$ cat src/rtl/srl_fifo_ctrl_if.sv
// srl_fifo_ctrl_if: bundles the FIFO write/read handshake, occupancy and the external SRL storage port.
interface srl_fifo_ctrl_if #(
    parameter int DATA_WIDTH = 1,
    parameter int ADDR_WIDTH = 1
);
    logic                  if_write_ce;
    logic                  if_write;
    logic [DATA_WIDTH-1:0] if_din;
    logic                  if_full_n;
    logic                  if_read_ce;
    logic                  if_read;
    logic [DATA_WIDTH-1:0] if_dout;
    logic                  if_empty_n;
    logic                  srl_we;
    logic [ADDR_WIDTH-1:0] srl_addr;
    logic [DATA_WIDTH-1:0] srl_din;
    logic [DATA_WIDTH-1:0] srl_dout;
    logic [ADDR_WIDTH:0]   usedw;
    modport slave (
        input  if_write_ce, if_write, if_din, if_read_ce, if_read, srl_dout,
        output if_full_n, if_dout, if_empty_n, srl_we, srl_addr, srl_din, usedw
    );
    modport master (
        output if_write_ce, if_write, if_din, if_read_ce, if_read, srl_dout,
        input  if_full_n, if_dout, if_empty_n, srl_we, srl_addr, srl_din, usedw
    );
endinterface

$ cat src/rtl/srl_fifo_ctrl.sv
// srl_fifo_ctrl: wraps an external shift-register store into a first-word-fall-through FIFO
// with an output register; total capacity is DEPTH+1.
module srl_fifo_ctrl #(
    parameter int DATA_WIDTH = 1,
    parameter int ADDR_WIDTH = 1,
    parameter int DEPTH      = 2
) (
    input logic           clk,
    input logic           reset_n,
    srl_fifo_ctrl_if.slave bus
);
    logic [ADDR_WIDTH:0]   count_q, count_d;
    logic                  out_valid_q, out_valid_d;
    logic                  full_n_q, full_n_d;
    logic [DATA_WIDTH-1:0] dout_q, dout_d;
    logic                  push, pop_out, load;
    always_comb begin
        push        = bus.if_write & bus.if_write_ce & full_n_q;
        pop_out     = bus.if_read & bus.if_read_ce & out_valid_q;
        load        = (count_q != '0) & (~out_valid_q | pop_out);
        // push and load together leave the head address unchanged: read before shift, new head lands there
        count_d     = (push & ~load) ? count_q + (ADDR_WIDTH+1)'(1) :
                      (load & ~push) ? count_q - (ADDR_WIDTH+1)'(1) : count_q;
        out_valid_d = load ? 1'b1 : pop_out ? 1'b0 : out_valid_q;
        dout_d      = load ? bus.srl_dout : dout_q;
        full_n_d    = count_d != (ADDR_WIDTH+1)'(DEPTH);
    end
    always_ff @(posedge clk or negedge reset_n) begin
        if (!reset_n) begin
            count_q     <= '0;
            out_valid_q <= 1'b0;
            full_n_q    <= 1'b0;
            dout_q      <= '0;
        end else begin
            count_q     <= count_d;
            out_valid_q <= out_valid_d;
            full_n_q    <= full_n_d;
            dout_q      <= dout_d;
        end
    end
    assign bus.srl_we     = push;
    assign bus.srl_din    = bus.if_din;
    assign bus.srl_addr   = (count_q == '0) ? '0 : ADDR_WIDTH'(count_q - (ADDR_WIDTH+1)'(1));
    assign bus.if_full_n  = full_n_q;
    assign bus.if_empty_n = out_valid_q;
    assign bus.if_dout    = dout_q;
    assign bus.usedw      = count_q;
endmodule

$ cat src/flat_wrapper.sv
// flat-port wrapper written by rule: the top's interface ports become plain ports
module srl_fifo_ctrl_flat 
#(
    parameter int DATA_WIDTH = 1,
    parameter int ADDR_WIDTH = 1,
    parameter int DEPTH      = 2
)
  (clk, reset_n, bus_if_write_ce, bus_if_write, bus_if_din, bus_if_read_ce, bus_if_read, bus_srl_dout, bus_if_full_n, bus_if_dout, bus_if_empty_n, bus_srl_we, bus_srl_addr, bus_srl_din, bus_usedw);
  srl_fifo_ctrl_if #(.DATA_WIDTH(DATA_WIDTH), .ADDR_WIDTH(ADDR_WIDTH)) bus_i ();
  input logic clk;
  input logic reset_n;
  input wire logic [$bits(bus_i.if_write_ce)-1:0] bus_if_write_ce;
  input wire logic [$bits(bus_i.if_write)-1:0] bus_if_write;
  input wire logic [$bits(bus_i.if_din)-1:0] bus_if_din;
  input wire logic [$bits(bus_i.if_read_ce)-1:0] bus_if_read_ce;
  input wire logic [$bits(bus_i.if_read)-1:0] bus_if_read;
  input wire logic [$bits(bus_i.srl_dout)-1:0] bus_srl_dout;
  output wire logic [$bits(bus_i.if_full_n)-1:0] bus_if_full_n;
  output wire logic [$bits(bus_i.if_dout)-1:0] bus_if_dout;
  output wire logic [$bits(bus_i.if_empty_n)-1:0] bus_if_empty_n;
  output wire logic [$bits(bus_i.srl_we)-1:0] bus_srl_we;
  output wire logic [$bits(bus_i.srl_addr)-1:0] bus_srl_addr;
  output wire logic [$bits(bus_i.srl_din)-1:0] bus_srl_din;
  output wire logic [$bits(bus_i.usedw)-1:0] bus_usedw;
  assign bus_i.if_write_ce = bus_if_write_ce;
  assign bus_i.if_write = bus_if_write;
  assign bus_i.if_din = bus_if_din;
  assign bus_i.if_read_ce = bus_if_read_ce;
  assign bus_i.if_read = bus_if_read;
  assign bus_i.srl_dout = bus_srl_dout;
  assign bus_if_full_n = bus_i.if_full_n;
  assign bus_if_dout = bus_i.if_dout;
  assign bus_if_empty_n = bus_i.if_empty_n;
  assign bus_srl_we = bus_i.srl_we;
  assign bus_srl_addr = bus_i.srl_addr;
  assign bus_srl_din = bus_i.srl_din;
  assign bus_usedw = bus_i.usedw;
  srl_fifo_ctrl #(.DATA_WIDTH(DATA_WIDTH), .ADDR_WIDTH(ADDR_WIDTH), .DEPTH(DEPTH)) u_core (.clk(clk), .reset_n(reset_n), .bus(bus_i));
endmodule
$ cat config.mk
export PLATFORM = sky130hd
export DESIGN_NAME = srl_fifo_ctrl_flat
export DESIGN_NICKNAME = d
export VERILOG_FILES = /design/src/rtl/srl_fifo_ctrl_if.sv /design/src/rtl/srl_fifo_ctrl.sv /design/src/flat_wrapper.sv
export SDC_FILE = /design/constraint.sdc
export NUM_CORES = 1
export LEC_CHECK = 0
export ABC_AREA = 1
export ABC_CLOCK_PERIOD_IN_PS = 1000
export BUFFER_PORTS_ARGS = -buffer_cell sky130_fd_sc_hd__buf_2
export CORE_AREA = 2 2 39 41
export DETAILED_ROUTE_END_ITERATION = 6
export DIE_AREA = 0 0 41 43
export GPL_ROUTABILITY_DRIVEN = 1
export SLEW_MARGIN = 20
export SYNTH_ARGS = -nofsm -noshare
export SYNTH_HDL_FRONTEND = slang
export SYNTH_SLANG_ARGS = --single-unit
$ cat constraint.sdc
create_clock -name clk -period 1 [get_ports clk]
set_input_delay 0.2 -clock clk [delete_from_list [all_inputs] [get_ports clk]]
set_output_delay 0.2 -clock clk [all_outputs]
set_load 0.01 [all_outputs]
==> out/results.txt, run 1 <==
By instance count, the cell type seen most on the critical path is buf_6. The analysis attributes to net switching a power of 0.000670 W. Counting flops and latches in the post-synthesis netlist gives 5. Subtracting the final worst setup slack from the clock period gives 1.24 ns.

The cell area that synthesis handed to floorplanning was 304 µm². The number of unique standard cell types used by synthesis was 10. After detailed placement, the design holds a cell count of 65.

The final worst setup slack came out at -0.245 ns. Global routing used 16.6% of the available met2 tracks. Path category of the worst min-delay check: input port to flip-flop. Global routing consumed, on the met3 layer, 7.85% of the routing resources. The wire length per cell is 10.9 µm. Once layout is complete, the cells apart from fillers number 76. The final number of max-transition violations came out at 0.

The global-route track usage on met1 is 10.4%, and the number of placement rows is 14. In this run the critical register-to-register path is launched from u_core.bus.usedw[1]. The number of buffers inserted during clock tree synthesis was 3; the combinational share of power was 65.3%. The run finished, with violations left.

met2 is the most crowded layer. Walking the worst path, the cells encountered are buf_6 -> ha_4 -> buf_6. The length of the first detailed-routing pass in iterations was 2; the peak per-stage delay on the critical path was 0.41 ns.

For the all-layer global routing usage, the log shows 11.0%. The synthesized design spends more area on one cell type than any other, namely dfrtp_1. The number of levels the H-tree was split into was 1; the number of top-level pins was 16. The logs give 829 µm for the total routed wirelength and 1380 µm² for the core footprint. Measured along the y axis, the die boundary spans 43 µm.

The logs give 0 for the final routed DRC violation total and 5 for the number of clock sinks. Hold timing on the final database bottoms out at a slack of 0.206 ns. The tools report the cell area after placement as 427 µm². The leakage power total was 0.291 nW; the post-synthesis average cell area was 8.94 µm². The worst setup path is of the flip-flop to output port kind. The path with the worst hold slack has its endpoint at u_core.bus.if_dout. The layout cell share with drive strength beyond 1 works out to 70.0%.

Sequential cells account for 20.8% of the total power. Setup repair after global routing could not meet its margin everywhere. The run gives 1220 µm as the global-route wire length before repair. The worst-case reg-to-reg path depth is 9. Endpoint of the worst register-to-register path: u_core.bus.if_full_n.

The worst hold path was traced through 3 stages. The final critical-path share of the clock period was 124%. For the initial antenna violation count, the log shows 0. The checks that failed: setup timing. The final setup violation count was 8; the share of the synthesized area in the top cell type was 41.2%. Launching element type of the critical path: a flip-flop. The critical path contains buffers and inverters numbering 2 combined. The maximum number of pins on one net before global-route repair came out at 6. The count of buffers added on input and output ports is 13.

Summing all non-filler instances in the final layout gives an area of 568 µm². Across the VDD grid, the largest voltage drop is 1.11 mV. Setup slack on the worst reg-to-reg path comes out at -0.23 ns. Yosys attributes the largest share of cell area to dfrtp_1, nand2_4, nand2_1. The required arrival time at the worst endpoint came out at 0.80 ns. 0 antenna diodes ended up in the layout. The initial core utilization was 22.0%; the number of routed nets with antenna violations was 0. For this design the ratio of total power to cell area is 2980 nW/µm². The clock network power share was 13.8%; the number of max-capacitance violations reported was 0. The final estimated routing congestion in global placement came out at 0.731. Dominant delay contributor by cell family on the critical path: flip-flops. The maximum clock skew at final layout was 0.00286 ns. The startpoint identified for the worst hold timing path is bus_srl_dout. Measured against its own limit, the worst slew margin works out to 90.2%. Maximum clock rate: 803 MHz. Clock-pin slew was measured on the worst setup and hold paths at 0.04 ns. The maximum fanout along the worst path was 2; the synthesized instance count was 34. At the end of the flow, the number of nets in the layout was 71. Internal power of the cells: 0.00102 W. Counting along the longest clock path gives a buffer depth of 2. The width of the die came out at 41 µm.

Yosys printed 0 warnings. The die covers 1760 µm². The sum of overflow across all layers after global routing was 0.

The library cell contributing the largest single delay on the critical path was dfrtp_1. The worst setup path is captured at an output port. Clock latency on the worst-skew pair, taken at its later pin, is 0.24 ns.

Summing over every cut layer, the via total after detailed routing is 308. The signed area change from the synthesized netlist to the final layout is 86.8%, and the half-perimeter wire length after placement is 532 µm. The average vias per placed instance was 4.05.

In this run switching power makes up 39.5% of total power. The via count of the first global-routing pass is 328, and the signal arrival time at the worst endpoint is 1.04 ns. TritonCTS built the clock tree.

The number of endpoints with negative hold slack in the final report is 0. At the pin with the least slew margin, the transition time is 0.147 ns. When the netlist entered floorplanning its net count stood at 44. The cell sitting at the root of the clock tree is a clkbuf_4. After synthesis, flip-flops and latches occupy 41.2% of the total area.

The number of violations reported at the end of detailed-routing iteration 0 came out at 1.
## stage by stage
| step | TNS, ns | setup WS [ns] | utilization, % | power (W) |
|---|---|---|---|---|
| final | -1.40 | -0.245 | 41.0 | 0.00169 |
| after global routing | -1.74 | -0.296 | 41.0 | 0.00185 |
| after floorplan | -0.325 | -0.118 | - | 0.000862 |
| after CTS | -1.28 | -0.220 | 38.3 | 0.00159 |
| after detailed placement | -0.341 | -0.111 | 30.8 | 0.00113 |
| after global placement | -0.286 | -0.0938 | 30.8 | 0.00110 |
## cells in the final DEF (no fill, tap or decap)
| cell type | count |
|---|---|
| buf_2 | 9 |
| buf_4 | 5 |
| buf_6 | 8 |
| clkbuf_1 | 1 |
| clkbuf_4 | 3 |
| dfrtp_1 | 5 |
| dlygate4sd3_1 | 1 |
| ha_4 | 2 |
| inv_1 | 2 |
| inv_2 | 2 |
| inv_4 | 2 |
| nand2_1 | 6 |
| nand2_2 | 6 |
| nand2_4 | 3 |
| nand3_1 | 3 |
| nand3_2 | 1 |
| nand3_4 | 1 |
## kinds of logic after synthesis
logic type	synth area share [%]
and+or+nand+nor	40.7
DFF	41.2
adders and majority gates	8.23
buffers and inverters	9.88
## worst min-delay path: stages
cell,delay (ns)
buf_2,0.08
nand3_1,0.06
nand2_1,0.07
## flip-flops by register name, indices dropped and copies added, names as in the netlist
register	cells
u_core.bus.usedw	2
u_core.bus.if_full_n	1
u_core.bus.if_dout	1
u_core.bus.if_empty_n	1
## cell type report
cell class / instances / area [µm²]
fill: 145 / 816
multi-input combinational: 22 / 186
timing repair buffer: 23 / 183
sequential: 5 / 125
inverter: 6 / 27.5
clock buffer: 4 / 26.3
tap: 16 / 20.0
## per-layer routing
layer / wire (µm) / up-vias / part of all wire, %
met5: 0 / - / 0
met4: 0 / 0 / 0
met3: 62 / 0 / 7.5
met2: 487 / 10 / 59
met1: 279 / 142 / 34
li1: - / 156 / -
## repair_timing
action	CTS	global route
pin swaps	4	1
hold buffers	1	0
buffers inserted	3	3
hold endpoints to repair	5	0
gates resized for setup	8	5
setup endpoints to repair	8	9
gates cloned	0	0
## power groups by stage
stage	Clock (W)	Combinational, W	Sequential, W
2_1_floorplan	0	0.000468	0.000394
3_3_place_gp	0	0.000758	0.000342
3_5_place_dp	0	0.000782	0.000344
4_1_cts	0.000244	0.00100	0.000346
5_1_grt	0.000260	0.00123	0.000356
6_report	0.000235	0.00111	0.000353
## how the worst max path moves through the flow
stage	from	endpoint	cells past startpoint
after floorplan	u_core.bus.usedw[1]	u_core.bus.if_full_n	9
after global placement	u_core.bus.usedw[0]	u_core.bus.if_full_n	9
after detailed placement	u_core.bus.usedw[0]	u_core.bus.if_full_n	9
after CTS	u_core.bus.usedw[1]	bus_srl_addr	3
after global routing	u_core.bus.usedw[1]	u_core.bus.if_full_n	10
final	u_core.bus.usedw[1]	bus_srl_addr	3
## synthesized netlist by cell type
cell and count:
nand3_1 3, inv_1 4, buf_4 1, nand2_4 3
nand2_1 8, inv_2 2, dfrtp_1 5, nand3_2 2
ha_1 2, nand2_2 4
No activity file was read; power rests on OpenSTA's default activity.
==> run 2: changes to the inputs <==
--- a/config.mk
+++ b/config.mk
@@ -5,7 +5,6 @@
 export SDC_FILE = /design/constraint.sdc
 export NUM_CORES = 1
 export LEC_CHECK = 0
-export ABC_AREA = 1
 export ABC_CLOCK_PERIOD_IN_PS = 1000
 export BUFFER_PORTS_ARGS = -buffer_cell sky130_fd_sc_hd__buf_2
 export CORE_AREA = 2 2 39 41
==> constraint.sdc (replaced) <==
create_clock -name clk -period 1 [get_ports clk]
set_input_delay 0.2 -clock clk [delete_from_list [all_inputs] [get_ports clk]]
set_output_delay 0.2 -clock clk [all_outputs]
set_load 0.02 [all_outputs]
==> out/results.txt, run 2 <==
The flow ran to the end, but the final reports show violations. The checks that failed: setup timing. The transition time of the tightest slew-check pin was 0.182 ns. Entering global routing, the biggest net connects 6 pins. The tools report the post-layout instance count excluding filler cells as 64. Ranked by total cell area, the synthesized netlist is headed by dfrtp_1, ha_1, mux2_1.

The region available for standard cell placement spans 1380 µm². Worst-case reg-to-reg path depth: 5. Averaged over all synthesized cells, the footprint is 10.4 µm². Clock network power share: 13.0%. The synthesized instance count was 26. The maximum fanout along the worst path was 3.

The internal power of the cells was 0.00116 W; the leakage power total was 0.247 nW. Cells with a size suffix above 1 make up 72.9% of the layout. After synthesis, the largest area contributor takes up 46.3% of total cell area.

The root buffer cell chosen for the clock tree is clkbuf_4. The final number of max-transition violations came out at 0. In this run the worst hold path is classified as input port to flip-flop. The run gives 0 as the number of routed nets with antenna violations. After clock tree synthesis, the clock-pin slew on the worst setup and hold paths is 0.05 ns.

In the routed design, unresolved DRC markers number 0. Counting every sink on the clock net gives 5. For this run, the top clock speed supported by timing is 737 MHz.

Counting instances, the worst hold path has a depth of 2. The first global-routing pass estimated 1060 µm of wire. For this run, the post-layout net count is 59.

In this run the vertical extent of the chip is 43 µm. The signed area change from the synthesized netlist to the final layout is 99.1%. The number of levels the H-tree was split into was 1; the worst slew slack as a fraction of its limit was 87.7%. The via count of the first global-routing pass came out at 274.

The flip-flop count of the largest register, all copies and words added is 2. For the number of unique standard cell types used by synthesis, the log shows 19. The number of max-capacitance violations reported is 0, and the average vias per placed instance is 4.48. The count of buffers added on input and output ports is 13. After detailed placement, the design holds a cell count of 57.

The signal arrival time at the worst endpoint is 1.48 ns. The tools report the launching point of the worst reg2reg path as u_core.bus.usedw[0]. In this run the core area contains 14 standard-cell rows.

Clock skew on the completed layout was measured at 0.00570 ns. Of the total power, registers draw 19.6%. The tools report the netlist area before placement as 270 µm². The dominant cell by count in the synthesized netlist is dfrtp_1. Global routing consumed, over all layers together, 9.87% of the routing resources.

The library cell used most frequently in the layout, excluding fill and tap cells, is buf_2. The synthesized design contains 5 register bits. Once the floorplan was initialized, standard cells occupied 19.5% of the core. The share of synthesized registers carrying an async set or reset was 100%. The total routed wirelength was 705 µm.

In this run switching power makes up 37.2% of total power. After detailed routing, the average wire length per cell comes to 11.0 µm. The path with the worst hold slack has its endpoint at u_core.bus.if_dout.

The net count after synthesis was 36; the required arrival time at the worst endpoint was 1.12 ns. By count the netlist is led by dfrtp_1, ha_1, inv_1, nand2_1. The clock passes through at most 2 buffers. The synthesized design spends more area on one cell type than any other, namely dfrtp_1. Dividing total power by cell area gives a power density of 3420 nW/µm².

TritonCTS built the clock tree. Among all flip-flop cells after synthesis, the most frequent one is dfrtp_1. Across all layers, the routed design uses 287 vias. The width of the die is 41 µm, and the sequential fraction of the synthesis area is 46.3%. The run gives 0.000684 W as the net switching power. The final worst setup slack is -0.357 ns, and the final critical delay including setup and external delays is 1.36 ns. The run gives -0.36 ns as the register-to-register setup slack. The number of clock buffers added by TritonCTS is 3.

The number of enable-type register cells in the synthesized netlist came out at 0. Setup violations remaining at the end of the flow were counted as 8. STA classifies the critical path endpoint as a flip-flop.

The minimum hold slack was 0.187 ns; the sum of overflow across all layers after global routing was 0. Pin placement for this block handled 16 I/O pins. The insertion delay to the later sink of the worst-skew pair came out at 0.25 ns.

The initial antenna violation count came out at 0. 0 antenna diodes ended up in the layout. After layout, the worst path uses 136% of the clock period. STA classifies the critical path startpoint as a flip-flop.

Number of violations reported at the end of detailed-routing iteration 0: 6. The length of the first detailed-routing pass in iterations was 4. The worst register-to-register path ends at u_core.bus.usedw[1].

The count of filler cells inserted in the layout came out at 142. The start point of the worst min-delay path is bus_srl_dout. The top cell types in the final layout, fill and taps aside, are buf_2, buf_6, buf_4, clkbuf_4, dfrtp_1. Combinational logic is responsible for 67.4% of the overall power. The worst setup path is of the flip-flop to flip-flop kind. The run gives 0.755 as the final estimated routing congestion in global placement. The maximum VDD drop was 1.82 mV.

The Yosys step of the flow raised 0 warnings. For the die area, the log shows 1760 µm². The number of endpoints with negative hold slack in the final report was 0. Setup repair after global routing could not meet its margin everywhere.
==> run 2: worst max-delay path: stages, from the launching register on <==
cell,delay [ns]
dfrtp_2,0.38
inv_4,0.04
ha_4,0.17
o21ai_2,0.17
mux2i_2,0.10
or3b_1,0.38
==> run 2: cell families (layout without fill, tap and decap cells) <==
kind of cell             Yosys count  count (layout)  share of synthesized area, %
buffers and inverters              4              26                          7.41
XOR/XNOR                           1               1                          3.24
flip-flops                         5               5                          46.3
AND/OR/NAND/NOR                    9               9                          18.1
adder cells (fa/ha/maj)            2               2                          9.26
multiplexers                       2               2                          7.87
AO/OA/AOI/OAI                      3               3                          7.87
==> run 2: area by class of cell <==
class	count	area, µm²	area share (%)
flip-flops and latches	5	128	23.7
inverters	2	10.0	1.86
multi-input cells	17	190	35.3
clock buffers	4	26.3	4.88
repair buffers	20	164	30.5
well taps	16	20.0	3.72
==> run 2: repair_timing <==
item / CTS / global route
setup endpoints to repair: 8 / 11
gates resized for setup: 16 / 2
hold buffers: 1 / 0
setup buffers: 1 / 1
pin swaps: 4 / 0
cloned: 0 / 0
hold endpoints to repair: 5 / 0
==> run 2: routing by layer <==
layer  share of wire (%)  wire, µm  global-route usage (%)
met1                  41       289                    10.1
met2                  49       343                    13.4
met3                  10        71                    9.42
met4                   0         0                    4.00
met5                   0         0                       0
==> run 2: through the flow <==
stage | TNS, ns | utilization [%] | worst slack, ns | power, W | area, µm²
3_3_place_gp | -1.24 | 30.2 | -0.345 | 0.00128 | 418
4_1_cts | -2.04 | 37.9 | -0.362 | 0.00179 | 524
5_1_grt | -2.47 | 38.9 | -0.405 | 0.00198 | 538
6_report | -2.00 | 38.9 | -0.357 | 0.00184 | 538
3_5_place_dp | -1.30 | 30.2 | -0.365 | 0.00130 | 418
2_1_floorplan | -1.48 | - | -0.453 | 0.000959 | 312
==> run 2: how the worst max path moves through the flow <==
| stage | from | to | cells after the start |
|---|---|---|---|
| after floorplan | u_core.bus.if_full_n | u_core.bus.if_full_n | 5 |
| after global placement | u_core.bus.usedw[0] | u_core.bus.if_full_n | 5 |
| after detailed placement | u_core.bus.if_empty_n | u_core.bus.usedw[1] | 4 |
| after CTS | u_core.bus.usedw[0] | u_core.bus.usedw[1] | 5 |
| after global routing | u_core.bus.usedw[0] | u_core.bus.if_full_n | 5 |
| final | u_core.bus.usedw[0] | u_core.bus.usedw[1] | 5 |
==> run 2: power groups by stage <==
stage	Clock, W	Combinational [W]	Sequential, W
after floorplan	0	0.000476	0.000482
after global placement	0	0.000930	0.000353
after detailed placement	0	0.000950	0.000354
after CTS	0.000249	0.00119	0.000354
after global routing	0.000283	0.00132	0.000376
final	0.000239	0.00124	0.000361
==> run 3: changes to the inputs <==
--- a/config.mk
+++ b/config.mk
@@ -8,6 +8,7 @@
 export ABC_CLOCK_PERIOD_IN_PS = 1000
 export BUFFER_PORTS_ARGS = -buffer_cell sky130_fd_sc_hd__buf_2
 export CORE_AREA = 2 2 39 41
+export CTS_BUF_LIST = sky130_fd_sc_hd__clkbuf_4
 export DETAILED_ROUTE_END_ITERATION = 6
 export DIE_AREA = 0 0 41 43
 export GPL_ROUTABILITY_DRIVEN = 1
==> constraint.sdc (replaced) <==
create_clock -name clk -period 1 [get_ports clk]
set_input_delay 0.15 -clock clk [delete_from_list [all_inputs] [get_ports clk]]
set_output_delay 0.15 -clock clk [all_outputs]
set_load 0.02 [all_outputs]
==> out/results.txt, run 3 (same netlist as run 2, synthesis figures left out) <==
The flow ran to the end, but the final reports show violations. The final reports fail on setup timing. Path category of the worst min-delay check: input port to flip-flop. Summed over all layers, the global routing overflow is 0. For this run, design rule violations remaining after detail routing come to 0. The signed area change from the synthesized netlist to the final layout works out to 95.4%.

The library cells used most frequently in the layout, excluding fill and tap cells, are buf_2, clkbuf_4, buf_6, buf_4, dfrtp_1. The number of top-level pins was 16. The via count of the first global-routing pass is 275.

The minimum hold slack was 0.137 ns; the average vias per placed instance was 4.51. The insertion delay to the later sink of the worst-skew pair came out at 0.24 ns. Leaving out fill and tap cells, the most frequent cell in the layout is buf_2. STA classifies the critical path endpoint as a flip-flop. The initial core utilization is 19.5%. For this block, the routed nets add up to 689 µm of wire. Data on the critical path is required at its endpoint by 1.12 ns. Power spread over the standard cell area amounts to 3420 nW/µm². The final number of max-transition violations is 0, and the number of placement rows is 14. The region available for standard cell placement spans 1380 µm². The maximum VDD drop was 1.81 mV. The floorplan step defined a die boundary enclosing 1760 µm². The total of buffers placed on input and output ports was 13; the final estimated routing congestion in global placement was 0.755. 0 antenna diodes ended up in the layout. The critical path class was flip-flop to flip-flop. In the global route stage, overall resource usage came out at 9.77%. The final setup violation count was 8.

The maximum number of pins on one net before global-route repair was 6. The floorplan step set the die height to 43 µm. The pre-antenna-repair detailed-routing pass consisted of 4 iterations. Fill cells in the final layout number 137. For the number of max-capacitance violations reported, the log shows 0. The run gives -0.363 ns as the final worst setup slack. Leakage power total: 0.243 nW.

For the pin with the worst max-slew slack, the measured transition is 0.184 ns. The count of nets after finishing was 58; the number of clock sinks was 5. STA classifies the critical path startpoint as a flip-flop. The tools report the worst slew slack as a fraction of its limit as 87.5%. Based on the critical path, the design can be clocked at up to 734 MHz.

For the number of levels the H-tree was split into, the log shows 1. CTS placed an instance of clkbuf_4 at the clock tree root. The sum of negative setup slack was -1.81 ns. Clock tree synthesis inserted a total of 3 buffers. The register with the most flip-flops in the layout has 2 of them. The first global-routing pass estimated 1040 µm of wire. For the final database, setup skew stands at 0.00524 ns.

The detail route stage leaves a number of antenna-violating nets equal to 0. Area used by sequential logic in the layout: 128 µm². Setup repair after global routing could not meet its margin everywhere.

The routed design could run at a clock period as short as 1.36 ns. At the placement stage, the worst setup path has a slack of -0.365 ns. Data on the critical path arrives at its endpoint at 1.48 ns. TritonCTS built the clock tree. The tools report the initial antenna violation count as 0. The wire length per cell is 10.9 µm, and the final core utilization is 38.2%. Of all nets on the critical path, the largest fanout is 3. The total via count in the routed design was 284; the layout cell share with drive strength beyond 1 was 74.5%. The clock passes through at most 2 buffers. After the first detailed-routing iteration, the DRC count stood at 10. Clock-pin slew was measured on the worst setup and hold paths at 0.05 ns. In this run the horizontal extent of the chip is 41 µm.

The run gives 190 µm² as the area used by multi-input combinational logic. Number of endpoints with negative hold slack in the final report: 0. The final critical path takes up 136% of the cycle.
## run 3: cell count changes in the layout (fill, tap and decap cells not counted), sizes merged
cell | previous run | this run
buf | 19 | 18
## run 3: where the power goes
| group | total (W) | switching [W] | internal [W] |
|---|---|---|---|
| Combinational | 0.00119 | 0.000532 | 0.000657 |
| Clock | 0.000263 | 0.0000854 | 0.000178 |
| Sequential | 0.000354 | 0.0000536 | 0.000301 |
## run 3: layer usage
metal / share of wire, % / GRT usage (%)
met2: 46 / 13.1
met1: 44 / 10.1
met3: 10 / 9.42
met4: 0 / 4.00
met5: 0 / 0
## run 3: path summary, 6_finish.rpt
| kind | startpoint | slack [ns] | depth (start not counted) | to |
|---|---|---|---|---|
| max | u_core.bus.usedw[0] | -0.36 | 5 | u_core.bus.usedw[1] |
| min | bus_srl_dout | 0.14 | 2 | u_core.bus.if_dout |
| max reg2reg | u_core.bus.usedw[0] | -0.36 | 5 | u_core.bus.usedw[1] |
| min reg2reg | u_core.bus.if_dout | 0.50 | 1 | u_core.bus.if_dout |
| max in group asynchronous | reset_n | 0.59 | 2 | u_core.bus.usedw[0] |
| min in group asynchronous | reset_n | 0.26 | 2 | u_core.bus.if_empty_n |
## run 3: through the flow
step	std cells	total power (W)	cell area, µm²
final	63	0.00181	528
after global routing	63	0.00194	528
after CTS	63	0.00182	528
after detailed placement	57	0.00130	418
after global placement	57	0.00128	418
after floorplan	26	0.000959	312
## run 3: final cells by class
cell class,instances,share of cell area (%)
clock buffer,4,5.69
inverter,2,1.90
multi-input combinational,17,36.0
sequential,5,24.2
tap,16,3.79
timing repair buffer,19,28.4
## run 3: worst max-delay path, stage by stage (launching register included)
cell and delay (ns):
dfrtp_2 0.38, inv_4 0.04, ha_4 0.17, o21ai_2 0.17
mux2i_2 0.10, or3b_1 0.38
## run 3: repair_timing
item | CTS | global route
hold buffers | 1 | 0
gates cloned | 0 | 0
hold endpoints to repair | 5 | 0
pin swaps | 4 | 0
setup endpoints to repair | 8 | 8
resized for setup | 16 | 0
setup buffers | 1 | 0
